**config.mk**
```make
export PLATFORM = sky130hd
export DESIGN_NAME = pwm_duty_capture
export DESIGN_NICKNAME = d
export VERILOG_FILES = /design/src/rtl/pwm_duty_capture.sv
export SDC_FILE = /design/constraint.sdc
export NUM_CORES = 1
export LEC_CHECK = 0
export CORE_MARGIN = 4
export CORE_UTILIZATION = 42
export DETAILED_ROUTE_END_ITERATION = 12
export PLACE_DENSITY = 0.64
export SLEW_MARGIN = 20
export SYNTH_ARGS = -nofsm -noshare
export SYNTH_HDL_FRONTEND = slang
export SYNTH_SLANG_ARGS = --single-unit
```
**constraint.sdc**
```tcl
create_clock -name clk -period 5.2 [get_ports clk]
set_input_delay 1.04 -clock clk [delete_from_list [all_inputs] [get_ports clk]]
set_output_delay 1.04 -clock clk [all_outputs]
set_load 0.005 [all_outputs]
```
**src/rtl/pwm_duty_capture.sv**
```systemverilog
// pwm_duty_capture: measures the high time of three PWM lines over free-running windows
// of PWM_INTERVAL clocks and reports per-channel duty with a one-cycle valid strobe.
`default_nettype none

module pwm_duty_capture #(
  parameter int PWM_INTERVAL = 1200,
  localparam int CW = $clog2(PWM_INTERVAL + 1)
) (
  input  logic          clk,
  input  logic          rst_n,
  input  logic          pwm_r,
  input  logic          pwm_g,
  input  logic          pwm_b,
  output logic [CW-1:0] duty_r,
  output logic [CW-1:0] duty_g,
  output logic [CW-1:0] duty_b,
  output logic          duty_valid,
  output logic [2:0]    period_err,
  output logic [CW-1:0] win_cnt
);

  localparam logic [CW-1:0] LAST = CW'(PWM_INTERVAL - 1);

  // Channel index order is {b,g,r} throughout.
  logic [2:0]    meta;
  logic [2:0]    sync;
  logic [2:0]    prev;
  logic [2:0]    rise;
  logic [2:0]    err_next;
  logic [CW-1:0] acc  [3];
  logic [CW-1:0] duty [3];
  logic [1:0]    edg  [3];
  logic          win_end;

  assign rise    = sync & ~prev;
  assign win_end = (win_cnt == LAST);

  // A rise on the closing cycle still belongs to the window being closed.
  always_comb begin
    err_next = '0;
    for (int i = 0; i < 3; i++) begin
      err_next[i] = ({1'b0, edg[i]} + {2'b00, rise[i]}) > 3'd1;
    end
  end

  always_ff @(posedge clk or negedge rst_n) begin
    if (!rst_n) begin
      meta       <= '0;
      sync       <= '0;
      prev       <= '0;
      win_cnt    <= '0;
      duty_valid <= 1'b0;
      period_err <= '0;
      for (int i = 0; i < 3; i++) begin
        acc[i]  <= '0;
        duty[i] <= '0;
        edg[i]  <= '0;
      end
    end else begin
      meta       <= {pwm_b, pwm_g, pwm_r};
      sync       <= meta;
      prev       <= sync;
      duty_valid <= 1'b0;
      if (win_end) begin
        win_cnt    <= '0;
        duty_valid <= 1'b1;
        period_err <= err_next;
        for (int i = 0; i < 3; i++) begin
          duty[i] <= acc[i] + {{(CW-1){1'b0}}, sync[i]};
          acc[i]  <= '0;
          edg[i]  <= '0;
        end
      end else begin
        win_cnt <= win_cnt + {{(CW-1){1'b0}}, 1'b1};
        for (int i = 0; i < 3; i++) begin
          acc[i] <= acc[i] + {{(CW-1){1'b0}}, sync[i]};
          if (rise[i] && (edg[i] != 2'd3)) begin
            edg[i] <= edg[i] + 2'd1;
          end
        end
      end
    end
  end

  assign duty_r = duty[0];
  assign duty_g = duty[1];
  assign duty_b = duty[2];

endmodule

`default_nettype wire

```
**Word-level counts from Yosys, hierarchy flattened**

Cells that the tools add are included.

- Add/subtract/negate cells: 10
- Multiply operators: 0
- Divide/modulo/power cells: 0
- Order comparisons: 3
- Equality and inequality tests: 4
- Shifts and indexed selects: 0
- Mux-type cells: 7
- Bitwise gates (word level): 2
- Reduce and logical (&&, ||, !) cells: 6

Operators by type and width:

| operator | number |
|---|---|
| adder 11 x 1 -> 11 bit | 3 |
| 2-to-1 mux 33 bit | 1 |
| adder 11 x 1 -> 11 bit (second input constant) | 1 |
| equality test 11 bit (second input constant) | 1 |
| 2-to-1 mux 11 bit | 1 |
| adder 2 x 1 -> 3 bit | 3 |
| greater-than comparator 3 x 1 -> 1 bit (second input constant) | 3 |
| adder 2 x 1 -> 2 bit (second input constant) | 3 |
| 2-to-1 mux 2 bit | 3 |
| 2-to-1 mux 6 bit | 1 |
| inequality test 2 bit (second input constant) | 3 |
| nonzero test 2 bit | 3 |
| AND 3 bit | 1 |
| logical AND 1 bit | 3 |
| NOT 3 bit | 1 |
| 2-to-1 mux 1 bit | 1 |

- Flip-flop bits (word level): 96
- Latch bits: 0
- Bits in writable memories: 0
- Memory bits (read-only): 0
- Input bits: 5
- Output and inout port bits: 48
- Logic and storage cells: 47
- Memories: 0

**Longest topological paths before layout**

- Depth in word-level cells: 5
- Mapped depth: 8
- Depth with buffers taken out: 6

**Least setup slack after synthesis**

Ideal clock, no wire load.

- Path type: register -> register
- Start point: reg win_cnt[4]
- End point: reg duty, in the netlist duty_b[4]
- Setup time: 0.133 ns
- Data arrival time: 1.749 ns
- Data required time: 5.067 ns
- Path slack: 3.318 ns
- Stages on the path, launching flop included: 8
- Path buffers: 3
- Period minus slack after synthesis: 1.882 ns
- Path through: dfrtp_1 -> buf_6 -> or4b_1 -> or3_4 -> buf_6 -> buf_6 -> nand2_1 -> o21ai_0

- Word-level cells in the longest chain between the ends: 1

RTL lines:

| what | line | text |
|---|---|---|
| start: declaration | 19 | `output logic [CW-1:0] win_cnt` |
| start signal: assignment | 74 | `win_cnt <= win_cnt + {{(CW-1){1'b0}}, 1'b1};` |
| equality test 11 bit | 36 | `assign win_end = (win_cnt == LAST);` |
| end signal: indexed assignment | 69 | `duty[i] <= acc[i] + {{(CW-1){1'b0}}, sync[i]};` |
| end: declaration | 31 | `logic [CW-1:0] duty [3];` |

Every way passes these cells.
A chain may end at the register's enable or synchronous reset.

**Final worst setup path**

- Start point: reg win_cnt[4]
- End point: out win_cnt[4]

No word-level cell between the ends.

==> qor.csv <==
metric;value;unit
status;finished clean;
ys_ff_latch;96;
drv_slew;0;
switching_power;501.0;uW
drive_above_1_share;0.04703;
multi_input_area;1354;um^2
crit_start;win_cnt[4];
ctsHoldBuffers;0;
place_area;4441;um^2
insertion_delay;0.35;ns
viasPerCell;4.875;
synth_edf_count;0;
grt_pass1_vias;2559;
clockRootBuffer;clkbuf_8;
seqCellArea;2402;um^2
setup_viol;0;
critPathLaunchType;flip-flop;
worstPathRequired;4.16;ns
routed-via-count;2496;
finClkSkew;0.01017;ns
num_io_pins;53;
final_cell_mix;dfrtp_1, nand2_1, clkdlybuf4s50_1;
final_common_cell;dfrtp_1;
p_seq_frac;0.567;
power_leakage;2.066;nW
wl;6922;um
vdd.ir_drop.worst;0.0001514;V
clkPwrFrac;0.271;
hp-class;flip-flop to flip-flop;
period_share;0.4695;
slowest_stage;clkdlybuf4s50_1;
slew_headroom;0.5493;
track_usage;0.1375;
syn_area;3892;um^2
dpl.hpwl;4593;um
synth_fp_nets;363;
grt_pass1_wl;12230;um
die_area;10870;um^2
crit_type;flip-flop to primary output;
yosys.area.top_type;dfrtp_1;
syn_inst;348;
antenna_found_initial;0;
drtIter0Drc;116;
fin_crit;2.441;ns
r2r_start;win_cnt[4];
ant_nets;0;
synth.avg_cell_area;11.19;um^2
io_buffers;52;
dr.pass1.iters;4;
rows;34;
postLayoutCellArea;4623;um^2
combinationalPowerShare;0.162;
path_cells;clkdlybuf4s50_1;
pwr_density_cell;360.3;nW/um^2
cts_made_buffers;9;
critPathTopFamily;buffers and inverters;
worst_pin_slew;0.6760;ns
max_freq;409.6;MHz
initial_core_util;0.4399;
tns;0;ns
p_int;1.165;mW
wl_per_cell;13.52;um
grt_max_degree;77;
synthFlopType;dfrtp_1;
yosys-top-cells-area;dfrtp_1, nand2_1, xor2_1;
rsz0062_at_grt;no;
synth_warnings;0;
n_fill_cell;824;
drc;0;
area_delta_synth_final;18.77;%
async_flop_share;1.000;
synth_cell_types;25;
crit_buf_inv;1;
worst_setup_path_end_kind;primary output;
die_h;104.3;um
die_w;104.3;um
core;8848;um^2
max_stage_delay;0.56;ns
cts.htree.levels;3;
n_antenna_cell;0;
cts_sinks;96;
switching_share;0.3008;
worstHoldStart;meta[2];
hold_viol;0;
post-cts-setup-buffers;0;
synth_top_cell_area_share;0.6172;
finalWeightedCongestion;0.7423;
post_cts_resize_count;0;
clockBufferDepth;2;
grt_overflow;0;
seq_area_frac_synth;0.6172;
cts_tree;yes;
cts.clk_slew.worst_paths;0.10;ns
drv_cap;0;
cp_data_arrival_time;1.40;ns
cp_max_fo;9;
nNetsFinal;414;
## registers in the layout, summed over array words and instances, names as in the netlist
register	flops
duty_g	11
duty_b	11
meta	3
period_err	3
duty_r	11
duty_valid	1
prev	3
acc	33
sync	3
win_cnt	11
edg	6
## synthesized netlist by cell type, drive strengths merged, types with 4 or more instances
library cell	n
nand4	11
buf	10
and3	5
inv	4
nand3	17
and2	10
dfrtp	96
xnor2	17
nand2	54
xor2	21
nor2	41
ha	10
o21ai	31
## routing by layer
| layer | share of wire | vias up | global-route usage | routed length, um |
|---|---|---|---|---|
| met5 | 0 | - | 0 | 0 |
| met2 | 0.46 | 40 | 0.2219 | 3182 |
| met1 | 0.49 | 1194 | 0.1804 | 3401 |
| met3 | 0.032 | 10 | 0.02855 | 224 |
| met4 | 0.016 | 0 | 0.05698 | 113 |
| li1 | - | 1252 | - | - |
## cells by family (layout without fill, tap and decap cells)
group / count (synthesis) / count (layout) / synth area share
AO/OA/AOI/OAI: 34 / 34 / 0.04468
buffers and inverters: 18 / 74 / 0.03504
multiplexers: 3 / 3 / 0.007715
flip-flops: 96 / 96 / 0.6172
adder cells (fa/ha/maj): 10 / 10 / 0.03214
AND/OR/NAND/NOR: 149 / 149 / 0.1778
XOR/XNOR: 38 / 38 / 0.08550
## area by class of cell
class                      instances  share of cell area
clock inverter                     5            0.008931
multi-input combinational        234              0.2928
timing repair buffer              53              0.1137
tap                              108             0.02923
inverter                           5            0.005142
clock buffer                      11             0.03058
sequential                        96              0.5196
## path summary, 6_finish.rpt
kind | endpoint | slack [ns] | depth (start not counted)
setup / recovery | win_cnt[4] | 2.76 | 1
hold / removal | sync[2] | 0.35 | 0
setup reg to reg | duty_g[0] | 2.93 | 5
hold reg to reg | sync[2] | 0.35 | 0
max in group asynchronous | acc[23] | 3.47 | 2
min in group asynchronous | prev[2] | 0.67 | 1
## stage by stage
| step | hold WS (ns) | setup slack, ns | utilization | cells | power, mW |
|---|---|---|---|---|---|
| detailed placement | 0.3364 | 2.952 | 0.5018 | 496 | 1.234 |
| CTS | 0.3585 | 2.733 | 0.5225 | 512 | 1.687 |
| floorplan | 0.3312 | 3.318 | - | 348 | 1.141 |
| global route | 0.3813 | 2.668 | 0.5225 | 512 | 1.777 |
| global placement | 0.3318 | 2.980 | 0.5018 | 496 | 1.213 |
| finish | 0.3550 | 2.759 | 0.5225 | 512 | 1.666 |
## power groups by stage
stage	Sequential, mW	Combinational [mW]	Clock [mW]
after global placement	0.950	0.262	0
after floorplan	0.935	0.206	0
after detailed placement	0.957	0.278	0
after CTS	0.944	0.277	0.466
final	0.945	0.270	0.451
after global routing	0.958	0.319	0.499
Power figures use the tool's default switching activity.
